`src/rtl/mux_rr_arbiter.sv`:
```
// Round-robin arbiter and sequencer for an 8:1 bit mux: grants one of 8 requesters,
// caps each grant at HOLD_MAX transfers and registers the selected data bit.
module mux_rr_arbiter #(
  parameter int unsigned HOLD_MAX = 4
) (
  input  logic       clk,
  input  logic       rst_n,
  input  logic [7:0] req,
  input  logic [7:0] I,
  output logic [2:0] s,
  output logic [7:0] gnt,
  output logic       busy,
  output logic       y,
  output logic       y_vld
);

  typedef enum logic {
    ST_IDLE,
    ST_GRANT
  } state_t;

  localparam logic [3:0] LP_CNT_LAST = 4'(HOLD_MAX - 1);

  state_t     r_state;
  logic [2:0] r_ptr;
  logic [2:0] r_s;
  logic [3:0] r_cnt;
  logic [7:0] r_gnt;
  logic       r_y;
  logic       r_y_vld;

  logic [2:0] w_base;
  logic [2:0] w_win;
  logic       w_found;
  logic       w_xfer;
  logic       w_release;

  // One priority scan serves both idle arbitration (from ptr) and the same-edge
  // re-arbitration on release (from s+1, which is the ptr value being written).
  always_comb begin
    w_xfer    = (r_state == ST_GRANT) && req[r_s];
    w_release = (r_state == ST_GRANT) && (!w_xfer || (r_cnt == LP_CNT_LAST));
    w_base    = (r_state == ST_GRANT) ? r_s + 3'd1 : r_ptr;
    w_found   = 1'b0;
    w_win     = w_base;
    for (int unsigned i = 0; i < 8; i++) begin
      if (!w_found && req[w_base + 3'(i)]) begin
        w_found = 1'b1;
        w_win   = w_base + 3'(i);
      end
    end
  end

  always_ff @(posedge clk or negedge rst_n) begin
    if (!rst_n) begin
      r_state <= ST_IDLE;
      r_ptr   <= '0;
      r_s     <= '0;
      r_cnt   <= '0;
      r_gnt   <= '0;
      r_y     <= 1'b0;
      r_y_vld <= 1'b0;
    end else begin
      case (r_state)
        ST_IDLE: begin
          r_y_vld <= 1'b0;
          if (w_found) begin
            r_s     <= w_win;
            r_gnt   <= 8'd1 << w_win;
            r_cnt   <= '0;
            r_state <= ST_GRANT;
          end
        end
        ST_GRANT: begin
          r_y_vld <= w_xfer;
          if (w_xfer) begin
            r_y <= I[r_s];
          end
          if (w_release) begin
            r_ptr <= r_s + 3'd1;
            if (w_found) begin
              r_s   <= w_win;
              r_gnt <= 8'd1 << w_win;
              r_cnt <= '0;
            end else begin
              r_gnt   <= '0;
              r_state <= ST_IDLE;
            end
          end else begin
            r_cnt <= r_cnt + 4'd1;
          end
        end
        default: r_state <= ST_IDLE;
      endcase
    end
  end

  assign s     = r_s;
  assign gnt   = r_gnt;
  assign busy  = |r_gnt;
  assign y     = r_y;
  assign y_vld = r_y_vld;

endmodule
```
`config.mk`:
```
export PLATFORM = sky130hd
export DESIGN_NAME = mux_rr_arbiter
export DESIGN_NICKNAME = d
export VERILOG_FILES = /design/src/rtl/mux_rr_arbiter.sv
export SDC_FILE = /design/constraint.sdc
export NUM_CORES = 1
export LEC_CHECK = 0
export BUFFER_PORTS_ARGS = -buffer_cell sky130_fd_sc_hd__buf_2
export CORE_ASPECT_RATIO = 1.75
export CORE_MARGIN = 10
export CORE_UTILIZATION = 51
export CTS_CLUSTER_DIAMETER = 100
export DETAILED_ROUTE_END_ITERATION = 8
export PLACE_DENSITY = 0.75
export SYNTH_ARGS = -nofsm -noshare
export SYNTH_HDL_FRONTEND = slang
export SYNTH_SLANG_ARGS = --single-unit
```
`constraint.sdc`:
```
create_clock -name clk -period 4 [get_ports clk]
set_clock_uncertainty 0.05 [all_clocks]
set_input_delay 0.2 -clock clk [delete_from_list [all_inputs] [get_ports clk]]
set_output_delay 0.2 -clock clk [all_outputs]
set_load 0.05 [all_outputs]
```
[Yosys cells after proc, flatten, opt, wreduce, memory -nomap -nowiden]
Index checks and enable logic that the tools add are counted.
Word-level totals
  flip-flop bits (word level): 21
  logic and storage cells: 102
  input port bits: 18
  output and inout bits: 14
Cells by class
  reductions and logical operators: 22
  equal/unequal tests: 3
  bitwise operators: 1
  order comparisons: 9
  shifts and indexed selects: 1
  add/sub/neg operators: 9
  mux-type cells: 50
Operators by type and width (number)
  < comparator 3 x 4 -> 1 bit (second input constant): 9
  binary-select mux 1 bit (select 3 bit): 10
  two-way mux 3 bit: 10
  two-way mux 8 bit: 3
  two-way mux 1 bit: 20
  one-hot mux 8 bit (2 select lines): 1
  adder 3 bit (second input constant): 4
  logical AND 1 bit: 9
  logical NOT 1 bit: 8
  two-way mux 4 bit: 2
  one-hot mux 4 bit (2 select lines): 1
  OR reduction 8 bit: 1
  << shifter 1 x 3 -> 8 bit (first input constant): 1
  adder 3 x 1 -> 3 bit (second input constant): 2
  adder 3 x 2 -> 3 bit (second input constant): 2
  one-hot mux 3 bit (2 select lines): 1
  AND reduction 2 bit: 3
  adder 4 x 1 -> 4 bit (second input constant): 1
  == test 4 x 2 -> 1 bit (second input constant): 1
  one-hot mux 1 bit (2 select lines): 2
  inequality test 2 x 1 -> 1 bit (second input constant): 1
  inequality test 2 bit (second input constant): 1
  logical OR 1 bit: 1
  inverter 1 bit: 1

[Logic depth before layout (Yosys ltp)]
Gate-level depths: netlist (run 1).
  depth in word-level cells: 30
  gate-level depth with buffers: 12
  mapped depth without buffers: 11

[Least setup slack after synthesis (run 1)]
No wires, ideal clock.
  kind: reg-to-reg
  start point: reg r_s[1] (netlist: s[1])
  end point: reg r_gnt[7] (netlist: gnt[7])
  buffers on the path: 1
  path slack: -0.179 ns
  period minus slack after synthesis: 4.179 ns
  stages on the path, launching flop included: 13
  arrival time: 4.007 ns
  cell sequence: dfrtp_1 -> ha_1 -> mux2i_2 -> inv_2 -> clkbuf_1 -> ha_1 -> xnor2_2 -> mux2i_2 -> o21ai_1 -> or3_4 -> a311o_1 -> o21a_1 -> a32o_1
On the way
  cells in the longest elaborated chain, start to end: 30
  elaborated cells between the ends (all ways): 68
  those cells by class: add/sub (8); eq/ne (2); shift (1); mux (38); reduce/logical (19)
Ends and longest elaborated chain
  start: declaration: RTL line 26  | logic [2:0] r_s;
  start signal: assignment: RTL line 68  | r_s <= w_win;
  start signal: assignment: RTL line 82  | r_s <= w_win;
  parallel branches: the longest is 30 deep, another holds adder 3 x 1 -> 3 bit
  end signal: assignment: RTL line 69  | r_gnt <= 8'd1 << w_win;
  end signal: assignment: RTL line 83  | r_gnt <= 8'd1 << w_win;
  end: declaration: RTL line 28  | logic [7:0] r_gnt;
Several ways; the timed one is not identified. The select of a mux whose other input is x is not followed.
A chain may end at the register's enable or synchronous reset.

[Worst setup path in the final report (run 1)]
  start point: reg r_s[1] (netlist: s[1])
  end point: reg r_s[2] (netlist: s[2])
On the way
  cells in the longest elaborated chain, start to end: 29
  elaborated cells between the ends (all ways): 64
  those cells by class: add/sub (8); eq/ne (1); mux (37); reduce/logical (18)
Ends and longest elaborated chain
  parallel branches: the longest is 29 deep, another holds adder 3 x 1 -> 3 bit
Several ways; the timed one is not identified. The select of a mux whose other input is x is not followed.

==> results of run 1 <==
[final timing paths]
kind | from | slack [ps] | cells past startpoint | end
max | s[1] | 300 | 10 | s[2]
min | rst_n | 370 | 2 | r_cnt[0]
max reg2reg | s[1] | 300 | 10 | s[2]
min reg2reg | y | 440 | 2 | y
max in group asynchronous | rst_n | 3170 | 2 | s[0]
min in group clk | I[6] | 430 | 4 | y
[area by class of cell]
class	instances	area, um^2	area share
clock buffers	4	45.0	0.0202
well taps	46	57.6	0.0259
flip-flops and latches	21	529	0.238
inverters	5	21.3	0.00956
repair buffers	39	218	0.0978
multi-input cells	167	1360	0.609
[timing repair]
item,in CTS,in global routing
setup endpoints to repair,0,8
resized for setup,0,3
hold endpoints to repair,21,0
hold buffers,1,0
[cells in the final DEF (no fill, tap or decap), types with 6 or more instances in the layout]
cell type and instances:
mux2i_1 9, buf_4 7, o31ai_1 6, nand2_1 26, buf_2 31, dfrtp_1 18, o21ai_1 10, mux2_2 6
nand3_1 17, mux4_2 11
[kinds of logic after synthesis]
group,count (synthesis)
mux,31
simple gates,71
flops,21
fa+ha+maj,3
buf+inv,10
compound gates,59
xor+xnor,3
[sequential cells by signal, summed over array words and instances (netlist names)]
| register | flops |
|---|---|
| gnt | 8 |
| r_cnt | 4 |
| r_ptr | 3 |
| r_state | 1 |
| s | 3 |
| y | 1 |
| y_vld | 1 |
[per-layer routing]
layer / wire length (um) / global-route usage / part of all wire / vias up
li1: - / - / - / 861
met1: 1910 / 0.164 / 0.33 / 889
met2: 3140 / 0.318 / 0.54 / 95
met3: 361 / 0.0345 / 0.062 / 32
met4: 389 / 0.141 / 0.067 / 0
met5: 0 / 0 / 0 / -
[metrics by stage]
| step | util | worst slack (ps) | area, um^2 | std cells | hold WS [ps] |
|---|---|---|---|---|---|
| after CTS | 0.609 | 186 | 2210 | 282 | 395 |
| after detailed placement | 0.593 | 202 | 2150 | 277 | 135 |
| after global placement | 0.593 | 226 | 2150 | 277 | 131 |
| after floorplan | - | 17.0 | 1920 | 198 | -146 |
| after global routing | 0.613 | 63.7 | 2230 | 282 | 410 |
| final | 0.613 | 304 | 2230 | 282 | 375 |
==> metrics.csv, run 1 <==
stage,metric,value,unit
status,status,finished clean,
layout,Layout area overhead,16.3,%
synthesis,register area share after synthesis,0.275,
grt,global-route wire length before repair,9.37,mm
worst_setup_path,Worst path top cell family by delay,multiplexers,
synthesis,ys flop type,dfrtp_1,
sta,Final Hold Fails,0,
clocking,Worst-path clk slew,80,ps
worst_setup_path,startpoint type of the worst setup path,flop,
synthesis,Yosys warnings,0,
clocking,CTS tree,yes,
worst_hold_path,Hold WC Path Type,in -> async,
synthesis,syn avg cell area,9.67,um^2
detailed_routing,drt wl/cell,20.6,um
worst_setup_path,crit path buf inv count,1,
synthesis,main combinational cell family by area after synthesis,multiplexers,
floorplan,core area,0.00363,mm^2
synthesis,"count leader, synth",nand2_1,
synthesis,synthesized area,0.00191,mm^2
clocking,clk sinks,21,
synthesis,Synth Area in Simple Gates,0.195,
floorplan,Rows,29,
detailed_routing,vias,1877,
grt,largest net degree at the start of global routing,22,
layout,Layout Nets,258,
floorplan,initial core utilization,0.528,
layout,share of cells above drive strength 1,0.322,
worst_setup_path,Worst Path Required,4100,ps
synthesis,Syn Inst Count,198,
grt,gr usage total,0.177,
floorplan,Die X,66.3,um
grt,gr ovfl total,0,
layout,ANT cells,0,
worst_setup_path,CP max-delay cell,or3_4,
clocking,Bufs on Longest Clock Path,2,
clocking,Setup Buffers After CTS,0,
place,Final Wtd Congestion,0.949,
synthesis,Post-Synthesis Net Count,219,
worst_setup_path,worst path cell trace,"ha_1, mux2i_2, inv_2, ha_1, mux4_2, mux2i_2, o21ai_1, or3_4, o21ai_1, mux2_2",
sta,Tcrit/Tclk final,0.924,
sta,unrepaired setup endpoints after global routing,no,
synthesis,"FFs w/ async S/R, synth",1.00,
clocking,root buffer cell,clkbuf_8,
grt,initial antenna violation count,0,
synthesis,Yosys top cell area share,0.275,
synthesis,"area leader, netlist",dfrtp_1,
synthesis,count of flip-flops with a built-in enable after synthesis,0,
detailed_routing,Pre-antenna DRT Iters,4,
sta,maximum clock rate,271,MHz
synthesis,commonest cells in the netlist,"nand2_1, dfrtp_1, nand3_1",
synthesis,post-synthesis mux area share,0.244,
floorplan,die area,0.00670,mm^2
sta,final setup fails,0,
clocking,CTS buffer count,3,
worst_setup_path,endpoint class of the critical path,flop,
detailed_routing,DRT iter0 DRCs,179,
sta,Tightest Pin Transition,705,ps
worst_setup_path,Worst path max stage delay,490,ps
worst_setup_path,crit path max fanout,8,
detailed_routing,Post-Route WL,5.80,mm
floorplan,I/O pin count,32,
clocking,Worst-Skew Late Latency,260,ps
worst_setup_path,Setup CP Type,reg -> reg,
place,IO Port Bufs,31,
flow_run,max-cap viol count,0,
floorplan,die height,101,um
sta,setup_tns,0,ps
sta,max_slew headroom,0.527,
synthesis,Yosys reg bits,21,
place,Post-DP HPWL,4.67,mm
worst_setup_path,Worst Path Arrival,3790,ps
synthesis,Synth Area in XOR/XNOR,0.0176,
layout,Fillers,357,
sta,Tmin final,3700,ps
sta,"Slew Viols, Final",0,
synthesis,post-synthesis compound-gate area fraction,0.223,
grt,vias in the first global route,1943,
clocking,deepest level of the CTS H-tree,1,
detailed_routing,routed vias/inst,6.66,
synthesis,top post-synthesis cells by area,"dfrtp_1, mux4_2, nand2_1, mux2i_1, nand3_1",
synthesis,Netlist cell types,55,
detailed_routing,Residual DRC,0,
detailed_routing,Detail Route Antenna Nets,0,
synthesis,post-synthesis adder-cell area fraction,0.0196,
Power of run 1 is left out: the tool's default activity adds up to more than one toggle a clock period on the data nets, which glitch-free logic cannot reach.
==> run 2: changes to the inputs <==
MAX_ROUTING_LAYER = met4   (was not set)
==> metrics.csv, run 2 (synthesized netlist as in run 1, its figures left out) <==
stage,metric,value,unit,change
place,setup slack at placement,202,ps,unchanged
sta,maximum clock rate,271,MHz,+0.34%
worst_setup_path,crit path max fanout,8,,unchanged
layout,Layout Nets,258,,unchanged
detailed_routing,DRT iter0 DRCs,148,,-17%
grt,initial antenna violation count,0,,unchanged
grt,largest net degree at the start of global routing,22,,unchanged
grt,gr ovfl total,0,,unchanged
grt,vias in the first global route,1943,,unchanged
sta,final setup fails,0,,unchanged
worst_setup_path,Worst Path Arrival,3780,ps,about the same
worst_setup_path,reg2reg start,s[1],,
floorplan,core area,0.00363,mm^2,unchanged
layout,Fillers,357,,unchanged
sta,post-layout worst setup margin,317,ps,+12.5 ps
grt,grt met2 use,0.318,,unchanged
detailed_routing,drt wl/cell,20.5,um,about the same
floorplan,Rows,29,,unchanged
grt,met3 Usage GRT,0.0312,,-0.00334
layout,area of the multi-input gates,0.00136,mm^2,unchanged
worst_setup_path,Setup CP Type,reg -> reg,,
sta,"Slew Viols, Final",0,,unchanged
detailed_routing,Pre-antenna DRT Iters,4,,unchanged
clocking,Worst-Skew Late Latency,260,ps,about the same
place,Final Wtd Congestion,0.966,,+1.8%
sta,Final Hold Fails,0,,unchanged
detailed_routing,vias,1882,,+0.27%
detailed_routing,Residual DRC,0,,unchanged
flow_run,max-cap viol count,0,,unchanged
sta,max_slew headroom,0.532,,+0.00456
layout,max FFs per register,8,,unchanged
worst_setup_path,R2R setup slack,320,ps,about the same
clocking,deepest level of the CTS H-tree,1,,unchanged
layout,Storage cell area,529,um^2,unchanged
floorplan,I/O pin count,32,,unchanged
detailed_routing,Detail Route Antenna Nets,0,,unchanged
floorplan,die area,0.00670,mm^2,unchanged
clocking,Setup Buffers After CTS,0,,unchanged
worst_setup_path,endpoint class of the critical path,flop,,
sta,Tmin final,3680,ps,-12.5 ps
layout,most frequent cells in the layout,"buf_2, nand2_1, dfrtp_1",,
grt,gr usage total,0.182,,+0.00486
worst_setup_path,end of the worst register-to-register path,s[2],,
place,IO Port Bufs,31,,unchanged
detailed_routing,Post-Route WL,5.79,mm,about the same
clocking,CTS buffer count,3,,unchanged
clocking,Bufs on Longest Clock Path,2,,unchanged
clocking,CTS tree,yes,,
place,Placed Area,0.00215,mm^2,unchanged
worst_setup_path,Worst Path Required,4090,ps,about the same
sta,unrepaired setup endpoints after global routing,no,,
floorplan,die height,101,um,unchanged
sta,Tightest Pin Transition,698,ps,-6.79 ps
grt,gr busiest metal,met2,,
floorplan,Die X,66.3,um,unchanged
layout,"most common cell after layout, fill and taps aside",buf_2,,
worst_setup_path,Reg2Reg Depth,10,,unchanged
sta,setup_tns,0,ps,unchanged
place,Post-DP HPWL,4.67,mm,unchanged
clocking,root buffer cell,clkbuf_8,,
layout,ANT cells,0,,unchanged
status,status,finished clean,,
sta,Tcrit/Tclk final,0.921,,-0.00313
worst_setup_path,startpoint type of the worst setup path,flop,,
worst_hold_path,Hold WC Path Type,in -> async,,
layout,share of cells above drive strength 1,0.322,,unchanged
floorplan,initial core utilization,0.528,,unchanged
clocking,clk sinks,21,,unchanged
grt,global-route wire length before repair,9.38,mm,about the same
detailed_routing,routed vias/inst,6.67,,+0.27%
layout,final instance area,0.00223,mm^2,unchanged
grt,GR Layer Usage met1,0.166,,+0.00199
clocking,Worst-path clk slew,80,ps,about the same
layout,Layout area overhead,16.3,%,unchanged
layout,Final Util,0.613,,unchanged
[run 2: layer usage]
metal | routed length (um) | vias up | share of wire
met5 | 0 | - | 0
met4 | 423 | 0 | 0.073
met3 | 297 | 37 | 0.051
met2 | 3140 | 81 | 0.54
met1 | 1930 | 905 | 0.33
li1 | - | 859 | -
[run 2: per-stage QoR]
stage / hold WS, ps / std cells
4_1_cts: 395 / 282
3_3_place_gp: 131 / 277
6_report: 378 / 282
2_1_floorplan: -146 / 198
5_1_grt: 410 / 282
3_5_place_dp: 135 / 277
[run 2: how the worst max path moves through the flow]
stage	from	to	slack, ps
6_report	s[1]	s[2]	320
3_3_place_gp	s[1]	s[2]	230
3_5_place_dp	s[1]	gnt[7]	200
5_1_grt	s[1]	gnt[0]	60
2_1_floorplan	s[1]	gnt[7]	20
4_1_cts	s[1]	gnt[7]	190
[run 2: layout make-up]
type                            count  area share
Multi-Input combinational cell    167       0.609
Clock buffer                        4      0.0202
Timing Repair Buffer               39      0.0978
Sequential cell                    21       0.238
Inverter                            5     0.00956
Tap cell                           46      0.0259
[run 2: what timing repair did]
action                                 CTS  global route
endpoints found under the hold margin   21             0
setup endpoints to repair                0             8
hold buffers                             1             0
resized for setup                        0             3
[run 2: critical path, stage by stage (launching register included)]
cell     delay [ps]
dfrtp_2         460
ha_1            310
mux2i_2         230
inv_2           120
ha_1            380
mux4_2          370
mux2i_2         200
o21ai_1         240
or3_4           490
o21ai_1         350
mux2_2          380
Power of run 2 is left out for the same reason.
==> run 3: changes to the inputs <==
CELL_PAD_IN_SITES_DETAIL_PLACEMENT = 1   (was not set)
CELL_PAD_IN_SITES_GLOBAL_PLACEMENT = 2   (was not set)
CORE_ASPECT_RATIO = 1.2   (was 1.75)
CORE_UTILIZATION = 32   (was 51)
PLACE_DENSITY = 0.76   (was 0.75)
RECOVER_POWER = 100   (was not set)
==> metrics.csv, run 3 (synthesized netlist as in run 1, its figures left out) <==
stage,metric,value,unit,change
worst_setup_path,Reg2Reg Depth,11,,+1
floorplan,die area,0.00949,mm^2,+42%
floorplan,core area,0.00574,mm^2,+58%
floorplan,die height,105,um,+3.6%
clocking,Setup Buffers After CTS,0,,unchanged
worst_hold_path,WHS Endpoint,y,,
floorplan,Rows,30,,+3.4%
worst_setup_path,reg2reg start,s[1],,
place,Post-DP HPWL,4.87,mm,+4.3%
layout,"most common cell after layout, fill and taps aside",nand2_1,,
grt,initial antenna violation count,0,,unchanged
worst_setup_path,R2R setup slack,170,ps,-150 ps
worst_setup_path,Worst Path Required,4110,ps,+20 ps
worst_setup_path,crit path max fanout,10,,+2
place,Final Wtd Congestion,0.920,,-4.8%
sta,maximum clock rate,261,MHz,-3.9%
floorplan,initial core utilization,0.333,,-0.194
worst_hold_path,hold path cells,4,,
sta,Tmin final,3830,ps,+148 ps
grt,gr usage total,0.131,,-0.0508
sta,Tcrit/Tclk final,0.958,,+0.0369
sta,Tightest Pin Transition,1190,ps,+493 ps
layout,Layout area overhead,17.5,%,
worst_setup_path,startpoint type of the worst setup path,flop,,
worst_setup_path,Setup CP Type,reg -> reg,,
grt,largest net degree at the start of global routing,22,,unchanged
flow_run,max-cap viol count,0,,unchanged
sta,Final Hold Fails,0,,unchanged
grt,gr ovfl total,0,,unchanged
sta,final setup fails,0,,unchanged
sta,final hold slack,435,ps,+57.0 ps
detailed_routing,drt wl/cell,18.8,um,-8.5%
clocking,clk sinks,21,,unchanged
clocking,Worst-Skew Late Latency,260,ps,about the same
detailed_routing,Post-Route WL,5.99,mm,+3.5%
detailed_routing,Pre-antenna DRT Iters,4,,unchanged
sta,"Slew Viols, Final",0,,unchanged
layout,max FFs per register,8,,unchanged
detailed_routing,Detail Route Antenna Nets,0,,unchanged
detailed_routing,DRT iter0 DRCs,98,,-34%
clocking,root buffer cell,clkbuf_8,,
clocking,Worst-path clk slew,80,ps,about the same
worst_hold_path,Hold WC Path Type,in -> reg,,
detailed_routing,routed vias/inst,5.73,,-14%
grt,vias in the first global route,2041,,+5.0%
clocking,Bufs on Longest Clock Path,2,,unchanged
status,status,finished clean,,
clocking,deepest level of the CTS H-tree,1,,unchanged
sta,setup_tns,0,ps,unchanged
detailed_routing,vias,1829,,-2.8%
sta,max_slew headroom,0.206,,-0.325
floorplan,I/O pin count,32,,unchanged
worst_setup_path,Worst Path Arrival,3940,ps,+160 ps
worst_hold_path,beginning of the worst hold path,I[0],,
grt,global-route wire length before repair,10.2,mm,+9.2%
layout,Final Util,0.392,,-0.222
layout,ANT cells,0,,unchanged
sta,unrepaired setup endpoints after global routing,no,,
layout,Layout Nets,261,,+1.2%
detailed_routing,Residual DRC,0,,unchanged
clocking,CTS buffer count,3,,unchanged
worst_setup_path,endpoint class of the critical path,flop,,
layout,most frequent cells in the layout,"nand2_1, dfrtp_1, nand3_1",,
worst_setup_path,end of the worst register-to-register path,gnt[7],,
layout,Fillers,690,,+93%
floorplan,Die X,90.6,um,+37%
layout,share of cells above drive strength 1,0.251,,-0.0710
place,IO Port Bufs,31,,unchanged
clocking,CTS tree,yes,,
-- run 3: changes by cell type in the layout (fill, tap and decap cells not counted), sizes merged --
cell    change
clkinv      +1
clkbuf     +14
buf        -12
-- run 3: worst max-delay path by stage --
stage | startpoint | endpoint | slack [ps] | cells past startpoint
after floorplan | s[1] | gnt[7] | 20 | 12
after global placement | s[1] | gnt[7] | 310 | 11
after detailed placement | s[1] | gnt[7] | 250 | 11
after CTS | s[1] | gnt[7] | 240 | 11
after global routing | s[1] | gnt[4] | 20 | 11
final | s[1] | gnt[7] | 170 | 11
-- run 3: worst max-delay path, stage by stage, from the launching register on --
cell and delay [ps]:
dfrtp_2 470, ha_1 320, mux2i_2 230, inv_2 110
buf_4 190, mux4_2 480, mux2_1 380, a211o_1 300
or3_4 420, a311o_1 330, o21a_1 180, a32o_1 270
-- run 3: per-stage QoR --
stage,worst slack [ps],cells,cell area [um^2]
global placement,314,314,2220
finish,169,319,2250
CTS,236,319,2270
detailed placement,248,314,2220
global route,19.7,319,2250
floorplan,17.0,198,1920
-- run 3: what timing repair did --
item | CTS | global route
hold endpoints to repair | 21 | 0
hold buffers | 1 | 0
gates resized for setup | 0 | 0
-- run 3: area by class of cell --
class	instances	area [um^2]	area share
clock buffer	3	41.3	0.0184
clock inverter	1	5.00	0.00222
inverter	5	21.3	0.00945
multi-input combinational	167	1330	0.592
sequential	21	528	0.235
tap	80	100	0.0445
timing repair buffer	42	221	0.0984
-- run 3: metal layers --
layer	wire [um]	vias to the layer above	global-route usage
li1	-	864	-
met1	2620	895	0.159
met2	3030	58	0.223
met3	272	12	0.0150
met4	78	0	0.0376
met5	0	-	-
Power of run 3 is left out for the same reason.
